===== config.mk =====
export PLATFORM = sky130hd
export DESIGN_NAME = hwpe_stream_upsizer
export DESIGN_NICKNAME = d
export VERILOG_FILES = /design/src/rtl/hwpe_stream_upsizer.sv
export SDC_FILE = /design/constraint.sdc
export NUM_CORES = 1
export LEC_CHECK = 0
export CELL_PAD_IN_SITES_DETAIL_PLACEMENT = 2
export CELL_PAD_IN_SITES_GLOBAL_PLACEMENT = 2
export CORE_MARGIN = 10
export CORE_UTILIZATION = 37
export CTS_BUF_LIST = sky130_fd_sc_hd__clkbuf_4
export CTS_CLUSTER_DIAMETER = 50
export DETAILED_ROUTE_END_ITERATION = 12
export PLACE_DENSITY = 0.8
export SLEW_MARGIN = 20
export SYNTH_ARGS = -nofsm -noshare
export SYNTH_HDL_FRONTEND = slang
export SYNTH_SLANG_ARGS = --single-unit

===== constraint.sdc =====
create_clock -name clk_i -period 3.4 [get_ports clk_i]
set_input_delay 0.68 -clock clk_i [delete_from_list [all_inputs] [get_ports clk_i]]
set_output_delay 0.68 -clock clk_i [all_outputs]
set_load 0.01 [all_outputs]

===== src/rtl/hwpe_stream_upsizer.sv =====
// hwpe_stream_upsizer
//   Packs FACTOR consecutive DATA_WIDTH beats into one FACTOR*DATA_WIDTH beat.
//   Beat 0 lands in the least-significant lane. A flush_i pulse emits the partially
//   filled word with the unfilled lanes (data and strobe) forced to zero.
//
//   Handshake rule for both streams: a beat transfers on a rising clk_i edge where
//   valid and ready are both high; once valid is raised the source holds data/strb
//   stable until that edge. pop_valid/pop_data/pop_strb come straight from registers.
//
//   Optional feature: define HWPE_STREAM_UPSIZER_STATS_EN to add words_o, a wrapping
//   32-bit count of wide words handed off (pop handshakes, flushed words included).
module hwpe_stream_upsizer #(
    parameter int DATA_WIDTH = 32,
    parameter int FACTOR     = 4
) (
    input  logic                           clk_i,
    input  logic                           rst_ni,
    input  logic                           clear_i,
    input  logic                           flush_i,
    input  logic                           push_valid,
    output logic                           push_ready,
    input  logic [DATA_WIDTH-1:0]          push_data,
    input  logic [DATA_WIDTH/8-1:0]        push_strb,
    output logic                           pop_valid,
    input  logic                           pop_ready,
    output logic [FACTOR*DATA_WIDTH-1:0]   pop_data,
    output logic [FACTOR*DATA_WIDTH/8-1:0] pop_strb,
    output logic [$clog2(FACTOR):0]        lanes_o,
    output logic                           empty_o
`ifdef HWPE_STREAM_UPSIZER_STATS_EN
    ,
    output logic [31:0]                    words_o
`endif
);

    localparam int SW = DATA_WIDTH / 8;
    localparam int LW = $clog2(FACTOR) + 1;
    localparam logic [LW-1:0] LAST_IDX = LW'(FACTOR - 1);

    // accumulator lanes, lane index and output register
    logic [FACTOR-1:0][DATA_WIDTH-1:0] acc_data_q;
    logic [FACTOR-1:0][SW-1:0]         acc_strb_q;
    logic [LW-1:0]                     idx_q;
    logic [FACTOR*DATA_WIDTH-1:0]      out_data_q;
    logic [FACTOR*SW-1:0]              out_strb_q;
    logic                              out_valid_q;
    logic                              flush_pend_q;

    // combinational helpers
    logic                              slot_free;
    logic                              push_hs;
    logic                              pop_hs;
    logic                              complete;
    logic                              flush_req;
    logic [LW-1:0]                     eff_cnt;
    logic                              do_flush;
    logic                              load_word;
    logic                              pend_nxt;
    logic [FACTOR-1:0][DATA_WIDTH-1:0] acc_data_nxt;
    logic [FACTOR-1:0][SW-1:0]         acc_strb_nxt;
    logic [FACTOR-1:0][DATA_WIDTH-1:0] word_data;
    logic [FACTOR-1:0][SW-1:0]         word_strb;

    // The output slot can take a new word when empty or when it is popped this cycle.
    assign slot_free  = ~out_valid_q | pop_ready;
    // The last lane may only be accepted when the completed word has somewhere to go;
    // a pending flush freezes the accumulator until the partial word is handed off.
    assign push_ready = ((idx_q != LAST_IDX) | slot_free) & ~flush_pend_q;
    assign push_hs    = push_valid & push_ready;
    assign pop_hs     = out_valid_q & pop_ready;
    assign complete   = push_hs & (idx_q == LAST_IDX);
    assign flush_req  = flush_i | flush_pend_q;
    // A completing push empties the accumulator, so a flush alongside it sees zero lanes.
    assign eff_cnt    = complete ? '0 : (idx_q + LW'(push_hs));
    assign do_flush   = flush_req & (eff_cnt != '0) & slot_free;
    assign pend_nxt   = flush_req & (eff_cnt != '0) & ~slot_free;
    assign load_word  = complete | do_flush;

    // Merge the accepted beat into the lanes and build the (possibly partial) word.
    always_comb begin
        acc_data_nxt = acc_data_q;
        acc_strb_nxt = acc_strb_q;
        word_data    = '0;
        word_strb    = '0;
        for (int l = 0; l < FACTOR; l++) begin
            if (push_hs && (int'(idx_q) == l)) begin
                acc_data_nxt[l] = push_data;
                acc_strb_nxt[l] = push_strb;
            end
            if (complete || (l < int'(eff_cnt))) begin
                word_data[l] = acc_data_nxt[l];
                word_strb[l] = acc_strb_nxt[l];
            end
        end
    end

    // State registers; clear_i overrides every other event.
    always_ff @(posedge clk_i or negedge rst_ni) begin
        if (!rst_ni) begin
            acc_data_q   <= '0;
            acc_strb_q   <= '0;
            idx_q        <= '0;
            out_data_q   <= '0;
            out_strb_q   <= '0;
            out_valid_q  <= 1'b0;
            flush_pend_q <= 1'b0;
        end else if (clear_i) begin
            acc_data_q   <= '0;
            acc_strb_q   <= '0;
            idx_q        <= '0;
            out_data_q   <= '0;
            out_strb_q   <= '0;
            out_valid_q  <= 1'b0;
            flush_pend_q <= 1'b0;
        end else begin
            if (push_hs) begin
                acc_data_q <= acc_data_nxt;
                acc_strb_q <= acc_strb_nxt;
            end
            if (load_word) begin
                acc_strb_q  <= '0;
                out_data_q  <= word_data;
                out_strb_q  <= word_strb;
                out_valid_q <= 1'b1;
                idx_q       <= '0;
            end else begin
                if (pop_hs) begin
                    out_valid_q <= 1'b0;
                end
                if (push_hs) begin
                    idx_q <= idx_q + LW'(1);
                end
            end
            flush_pend_q <= pend_nxt;
        end
    end

    assign pop_valid = out_valid_q;
    assign pop_data  = out_data_q;
    assign pop_strb  = out_strb_q;
    assign lanes_o   = idx_q;
    assign empty_o   = (idx_q == '0) & ~out_valid_q & ~flush_pend_q;

`ifdef HWPE_STREAM_UPSIZER_STATS_EN
    logic [31:0] words_q;

    // Count wide words handed off downstream; wraps naturally at 2^32.
    always_ff @(posedge clk_i or negedge rst_ni) begin
        if (!rst_ni) begin
            words_q <= '0;
        end else if (clear_i) begin
            words_q <= '0;
        end else if (pop_hs) begin
            words_q <= words_q + 32'd1;
        end
    end

    assign words_o = words_q;
`endif

endmodule


* Word-level counts from Yosys, hierarchy flattened *
Index checks and enable logic that the tools add are counted.

storage, ports and cells
  register bits = 293
  output and inout port bits = 150
  word-level logic and storage cells = 88

operators by class
  add/sub/neg operators = 2
  $lt $le $gt $ge = 4
  eq/ne operators = 5
  multiplexer cells = 33
  bitwise logic cells = 16
  reduce and logical (&&, ||, !) cells = 15

operators by type and width
  operator                                                   number
  2-to-1 mux 128 bit                                         4
  2-to-1 mux 32 bit                                          8
  2-to-1 mux 16 bit                                          5
  2-to-1 mux 4 bit                                           8
  2-to-1 mux 3 bit                                           4
  AND 1 bit                                                  9
  nonzero test 3 bit                                         3
  equality test 3 x 2 -> 1 bit, second input constant        2
  equality test 3 bit, second input constant                 2
  logical NOT 3 bit                                          2
  less-than comparator 1 x 3 -> 1 bit, first input constant  2
  less-than comparator 2 x 3 -> 1 bit, first input constant  2
  logical AND 1 bit                                          4
  logical OR 1 bit                                           4
  2-to-1 mux 1 bit                                           4
  bitwise OR 1 bit                                           4
  nonzero test 2 bit                                         2
  adder 3 x 1 -> 3 bit                                       1
  adder 3 x 1 -> 3 bit, second input constant                1
  inequality test 3 x 2 -> 1 bit, second input constant      1
  NOT 1 bit                                                  3

* Longest topological paths before layout *
Gate-level depths: netlist of run 1.

  word-level depth = 13
  gate-level depth with buffers = 12

* Worst setup path after synthesis of run 1 *
No wires, ideal clock.

  path kind = flip-flop to flip-flop
  start = register idx_q[0], in the netlist lanes_o[0]
  end = register out_data_q[119], in the netlist pop_data[119]
  library setup time = 0.126 ns
  arrival time = 2.790 ns
  setup slack = 0.484 ns
  cell stages (with the launch flop) = 12
  period minus slack after synthesis = 2.916 ns
  cell sequence = dfrtp_1 -> ha_1 -> ha_1 -> a21oi_1 -> ha_1 -> ha_1 -> xor2_2 -> nor3_2 -> o31a_1 -> buf_6 -> buf_6 -> a221o_1

on the way
  longest elaborated chain between the ends = 11
  elaborated cells between the ends (all ways) = 21
  those cells by class = add/sub (1); order compare (1); eq/ne (3); mux (5); bitwise (7); reduce/logical (4)

ends and longest elaborated chain
  element                                                                           RTL line  source
  start, declared                                                                   43        logic [LW-1:0] idx_q;
  start signal, assigned                                                            131       idx_q <= idx_q + LW'(1);
  inequality test 3 x 2 -> 1 bit                                                    68        assign push_ready = ((idx_q != LAST_IDX) | slot_free) & ~flush_pend_q;
  bitwise OR 1 bit                                                                  68
  AND 1 bit                                                                         68
  AND 1 bit                                                                         69        assign push_hs = push_valid & push_ready;
  adder 3 x 1 -> 3 bit / AND 1 bit (equally long branches)                          74, 71
  2-to-1 mux 3 bit                                                                  74        assign eff_cnt = complete ? '0 : (idx_q + LW'(push_hs));
  less-than comparator 2 x 3 -> 1 bit / nonzero test 3 bit (equally long branches)  90, 75
  logical OR 1 bit / AND 1 bit (equally long branches)                              90, 75
  2-to-1 mux 32 bit / AND 1 bit (equally long branches)                             90, 75
  2-to-1 mux 128 bit / bitwise OR 1 bit (equally long branches)                     120, 77
  2-to-1 mux 128 bit / nonzero test 2 bit (equally long branches)                   --
  end signal, assigned                                                              122       out_data_q <= word_data;
  end, declared                                                                     44        logic [FACTOR*DATA_WIDTH-1:0] out_data_q;

Several ways; a longest one is shown, not always the timed one. The select of a mux whose other input is x is not followed.
A chain may end at the register's enable or synchronous reset.

* Worst setup path after layout of run 1 *
  start = register idx_q[0], in the netlist lanes_o[0]
  end = register out_data_q[113], in the netlist pop_data[113]

The elaborated chain is that of the path after synthesis.

==> flow_summary.yaml, run 1 <==
clock_tree:
  path_clk_slew_ns: 0.06
  post_cts_buffers: 0
  root_buffer: "clkbuf_4"
  htree_levels: 3
  tritoncts: "built"
  clock_latency_ns: 0.72
  cts_made_buffers: 81
  clock_path_buffers: 3
  cts.sinks: 293
grt:
  overflow: 0
  antenna_found_initial: 1
  grt_usage_pct: 20.0
  grt_start_max_net_pins: 97
  grt_pass1_vias: 10108
  grt_first_pass_wirelength_um: 60800
critical_path:
  critPathMaxFanout: 60
  crit_arrival_ns: 3.71
  worstPathRequired_ns: 3.94
  start_kind: "flop"
  worstSetupPathType: "reg -> reg"
  endpoint_kind: "flop"
timing:
  hold_viol_final: 0
  worst_slack_ns: 0.238
  rsz0062_at_grt: "no"
  clock.fmax_mhz: 316
  slew_headroom_pct: 35.2
  clock_skew_ns: 0.0766
  finalMaxSlewViolations: 0
  period_share_pct: 93.0
  worstMarginPinSlew_ns: 0.972
  whs_ns: 0.481
  setup_viol: 0
  period_needed_ns: 3.16
  fin_setup_tns_ns: 0
power_and_ir_drop:
  power_switching_mw: 2.14
  p_sw_share_pct: 27.6
  power_frac_clock_pct: 41.8
  leakage_nw: 7.28
  vdd_drop_max_mv: 0.209
  p_int_mw: 5.63
  comb_power_share_pct: 11.2
  power_density_nw_per_um2: 517
  p_seq_share_pct: 47.1
placement:
  post-place-ws_ns: 0.0152
  placed_cell_area_um2: 14000
  dpl.hpwl_um: 24600
  io_buffer_count: 191
  globalplace.congestion: 0.744
floorplan:
  start_util_pct: 37.5
  pin_count: 192
  die_h_um: 196
  die_x_um: 196
  dieArea_um2: 38500
  rows: 64
  core_area_um2: 30600
hold_path:
  hp-class: "in -> reg"
routing:
  drt_wl_total_um: 38300
  dr.first_iter.drc_count: 469
  wl_per_cell_um: 23.9
  viasPerCell: 5.33
  drcViolationCount: 0
  vias: 8533
  dr.pass1.iters: 4
  drtAntennaViolNets: 0
yosys:
  syn_nets: 953
  syn-cell-area_um2: 11500
  synth.avg_cell_area_um2: 12.7
  ys_warn_count: 0
  ys_types: 37
  ys_seq_elements: 293
  syn_inst: 904
  yosysSeqAreaShare_pct: 63.9
job:
  cap_violations: 0
outcome:
  status: "completed"
final_layout:
  drive_gt1_share_pct: 14.9
  fill_cells: 3058
  syn_to_final_growth_pct: 30.8
  fin_util_pct: 49.1
  final_cell_area_um2: 15000
  nNetsFinal: 1192
[area by class of cell]
type / instances / area, µm² / area share (%)
Clock inverter: 17 / 91.3 / 0.608
Timing Repair Buffer: 223 / 2270 / 15.1
Multi-Input combinational cell: 541 / 3860 / 25.7
Clock buffer: 127 / 953 / 6.35
Tap cell: 396 / 495 / 3.30
Sequential cell: 293 / 7330 / 48.8
Antenna cell: 1 / 2.50 / 0.0167
Inverter: 3 / 11.3 / 0.0750
[cell usage in the layout (no fill, tap or decap), types with 23 or more instances in the layout]
master           count
dfrtp_1            293
a21oi_1             33
mux2i_1            113
and2_1              32
nand2_1             64
clkbuf_4           127
o2bb2ai_1          112
a221o_1             32
buf_4               23
nor2_1             116
clkdlybuf4s50_1    189
[cell usage after synthesis]
library cell  count  area share (%)
nand4_1           3            0.16
ha_1              7            0.76
nand3b_1          1           0.065
nor4b_4           1            0.21
mux2i_1         113             9.9
nand2b_1          2            0.11
a21oi_2           1           0.076
and2_1           32             1.7
nor2_1          116             3.8
o2bb2ai_1       112             8.5
o21ai_0           1           0.044
a211oi_1          1           0.065
a221o_1          32             2.8
inv_1             3           0.098
o31a_1            1           0.076
or3_1             1           0.055
nand2_1          64             2.1
nor3_2            2            0.17
buf_2            25             1.1
buf_6             5            0.49
clkbuf_1         36             1.2
nor3_1            1           0.044
nor2b_1           2            0.11
nor4_1            1           0.055
nor4b_1           1           0.076
nand3_1           1           0.044
and3_1            1           0.055
a21o_1            2            0.13
clkbuf_2          1           0.044
or2_2             1           0.055
a21oi_1          36             1.6
o211ai_1          1           0.065
xnor2_1           1           0.076
a31oi_1           1           0.055
xor2_2            1            0.14
dfrtp_1         293              64
o31ai_2           1            0.11
[stage by stage]
| stage | power, mW | instances |
|---|---|---|
| 3_5_place_dp | 4.60 | 1455 |
| 2_1_floorplan | 4.13 | 904 |
| 3_3_place_gp | 4.56 | 1455 |
| 5_1_grt | 8.21 | 1601 |
| 6_report | 7.77 | 1601 |
| 4_1_cts | 7.91 | 1600 |
[state kept, by name (all words and copies together), names as in the netlist]
register,cells
flush_pend_q,1
pop_strb,16
acc_strb_q,16
lanes_o,3
pop_data,128
acc_data_q,128
pop_valid,1
[critical path: stages (launching register included)]
cell     delay (ns)
dfrtp_1        0.46
ha_1           0.24
ha_1           0.29
a21oi_2        0.20
ha_1           0.19
ha_1           0.20
xor2_2         0.26
nor3_2         0.10
o31a_2         0.39
buf_12         0.20
a221o_1        0.41
[metal layers]
| layer | wire length (µm) | share of wire (%) | global-route usage (%) | up-vias |
|---|---|---|---|---|
| met5 | 0 | 0 | 0 | - |
| met1 | 16300 | 43 | 24.2 | 4532 |
| met4 | 811 | 2.1 | 7.04 | 0 |
| met2 | 19500 | 51 | 34.2 | 208 |
| li1 | - | - | - | 3739 |
| met3 | 1650 | 4.3 | 4.38 | 54 |
[final timing paths]
kind	to	cells after the start	startpoint	slack, ns
setup / recovery	pop_data[113]	10	lanes_o[0]	0.24
hold / removal	acc_data_q[60]	2	clear_i	0.48
setup reg to reg	pop_data[113]	10	lanes_o[0]	0.24
hold reg to reg	pop_data[106]	1	acc_data_q[106]	0.49
max in group asynchronous	acc_data_q[51]	3	rst_ni	1.87
min in group asynchronous	pop_valid	2	rst_ni	0.60
[power by group through the flow]
stage | registers (mW) | logic, mW | clock network (mW)
after detailed placement | 3.72 | 0.876 | 0
after global placement | 3.71 | 0.848 | 0
final | 3.66 | 0.867 | 3.24
after CTS | 3.66 | 0.886 | 3.37
after floorplan | 3.72 | 0.405 | 0
after global routing | 3.67 | 0.946 | 3.59
[logic make-up (layout without fill, tap and decap cells)]
logic type / Yosys count / after routing / synth area share [%]
AOI/OAI and AO/OA: 189 / 189 / 13.5
xor gates and xnor gates: 2 / 2 / 0.218
adders and majority gates: 7 / 7 / 0.763
buffers and inverters: 70 / 370 / 2.90
DFF: 293 / 293 / 63.9
muxes: 113 / 113 / 9.86
other: 0 / 1 / 0
and+or+nand+nor: 230 / 230 / 8.84
[timing repair]
action,4_1_cts,5_1_grt
hold endpoints to repair,26,0
endpoints found under the setup margin,0,1
hold buffers,1,0
resized for setup,0,1
Power figures use the tool's default switching activity.
==> run 2, diff against run 1 <==
CTS_CLUSTER_SIZE = 24   (was default)
==> flow_summary.yaml, run 2 (synthesis results as in run 1) <==
critical_path:
  endpoint_kind: "flop"
  rr_startpoint: "lanes_o[1]"
  worstPathRequired_ns: 3.93
  path_cells: "ha_1, ha_2, a21oi_1, ha_1, ha_1, xor2_2, nor3_2, o31a_2, buf_12, a221o_1"
  critPathMaxFanout: 55
  worstSetupPathType: "reg -> reg"
  crit_arrival_ns: 3.64
  rr_worst_depth: 10
  start_kind: "flop"
  crit_slowest_cell: "dfrtp_1"
  r2r_end: "pop_data[109]"
  r2r_slack_ns: 0.29
  cpPeakStageDelay_ns: 0.49
  critPathMostFrequentCell: "ha_1"
  path_delay_family: "compound AO/OA/AOI/OAI gates"
  critPathBufInv: 1
timing:
  clock.fmax_mhz: 321
  setup_viol: 0
  hold_viol_final: 0
  worstMarginPinSlew_ns: 1.01
  fin_setup_tns_ns: 0
  rsz0062_at_grt: "no"
  slew_headroom_pct: 33.0
  clock_skew_ns: 0.0269
  whs_ns: 0.0234
  finalMaxSlewViolations: 0
  period_needed_ns: 3.11
  period_share_pct: 91.6
routing:
  vias: 8141
  viasPerCell: 5.36
  drt_wl_total_um: 36800
  dr.first_iter.drc_count: 445
  drcViolationCount: 0
  wl_per_cell_um: 24.2
  dr.pass1.iters: 4
  drtAntennaViolNets: 0
grt:
  antenna_found_initial: 1
  grt_first_pass_wirelength_um: 58400
  grt_usage_pct: 19.0
  grt_start_max_net_pins: 97
  overflow: 0
  grt_pass1_vias: 9438
clock_tree:
  clock_latency_ns: 0.67
  cts.sinks: 293
  root_buffer: "clkbuf_4"
  htree_levels: 2
  path_clk_slew_ns: 0.12
  hold_buffers: 0
  clock_path_buffers: 3
  tritoncts: "built"
  post_cts_buffers: 0
  cts_made_buffers: 35
placement:
  io_buffer_count: 191
  placed_cell_area_um2: 14000
  globalplace.congestion: 0.744
  dpl.hpwl_um: 24600
final_layout:
  final_cell_area_um2: 14500
  syn_to_final_growth_pct: 26.3
  final_common_cell: "dfrtp_1"
  drive_gt1_share_pct: 9.45
  nNetsFinal: 1145
  mostFrequentLayoutCells: "dfrtp_1 (293), clkdlybuf4s50_1 (189), nor2_1 (116), mux2i_1 (113), o2bb2ai_1 (112)"
floorplan:
  rows: 64
  dieArea_um2: 38500
  die_x_um: 196
  core_area_um2: 30600
  pin_count: 192
  start_util_pct: 37.5
  die_h_um: 196
outcome:
  status: "completed"
power_and_ir_drop:
  power_density_nw_per_um2: 462
  vdd_drop_max_mv: 0.190
  leakage_nw: 6.94
  power.total_mw: 6.69
job:
  cap_violations: 0
hold_path:
  hp-class: "in -> async"
-- run 2: worst reg2reg max path, delay by kind of cell (launching register included) --
kind / cells / cell delay, ns
adder cells (fa/ha/maj): 4 / 0.86
AND/OR/NAND/NOR: 1 / 0.11
buffers and inverters: 1 / 0.20
flip-flops: 1 / 0.49
XOR/XNOR: 1 / 0.27
AO/OA/AOI/OAI: 3 / 1.07
-- run 2: metal layers --
metal  share of wire, %  GRT usage, %  wire length (µm)
met1                 44          24.2             16000
met5                  0             0                 0
met3                3.6          3.36              1340
met4                1.7          4.86               634
met2                 51          32.8             18700
-- run 2: worst max path at each step --
| stage | end | cells after the start | startpoint |
|---|---|---|---|
| after global routing | pop_data[94] | 11 | lanes_o[0] |
| final | pop_data[109] | 10 | lanes_o[1] |
| after global placement | pop_data[113] | 10 | push_valid |
| after CTS | pop_data[90] | 11 | lanes_o[1] |
| after floorplan | pop_data[119] | 11 | lanes_o[0] |
| after detailed placement | pop_data[109] | 10 | push_valid |
-- run 2: power by group --
part           total (mW)  leakage, nW  internal [mW]  switching (mW)
clock network        2.18        0.290          0.796            1.38
registers            3.65         4.06           3.59          0.0597
logic               0.863         2.59          0.326           0.537
-- run 2: what timing repair did --
item,CTS,global route
gates resized for setup,0,1
endpoints found under the setup margin,0,14
hold endpoints to repair,0,0
-- run 2: layout make-up --
type | count | area (µm²)
Multi-Input combinational cell | 541 | 3860
Sequential cell | 293 | 7330
Clock buffer | 39 | 293
Timing Repair Buffer | 222 | 2260
Clock inverter | 24 | 241
Inverter | 3 | 11.3
Antenna cell | 1 | 2.50
Tap cell | 396 | 495
Fill cell | 3042 | 16100
-- run 2: per-stage QoR --
step | instances | setup slack (ns) | util [%]
2_1_floorplan | 904 | 0.484 | -
6_report | 1519 | 0.285 | 47.4
5_1_grt | 1519 | 0.0539 | 47.4
4_1_cts | 1518 | 0.167 | 47.4
3_3_place_gp | 1455 | 0.119 | 45.6
3_5_place_dp | 1455 | 0.0152 | 45.6
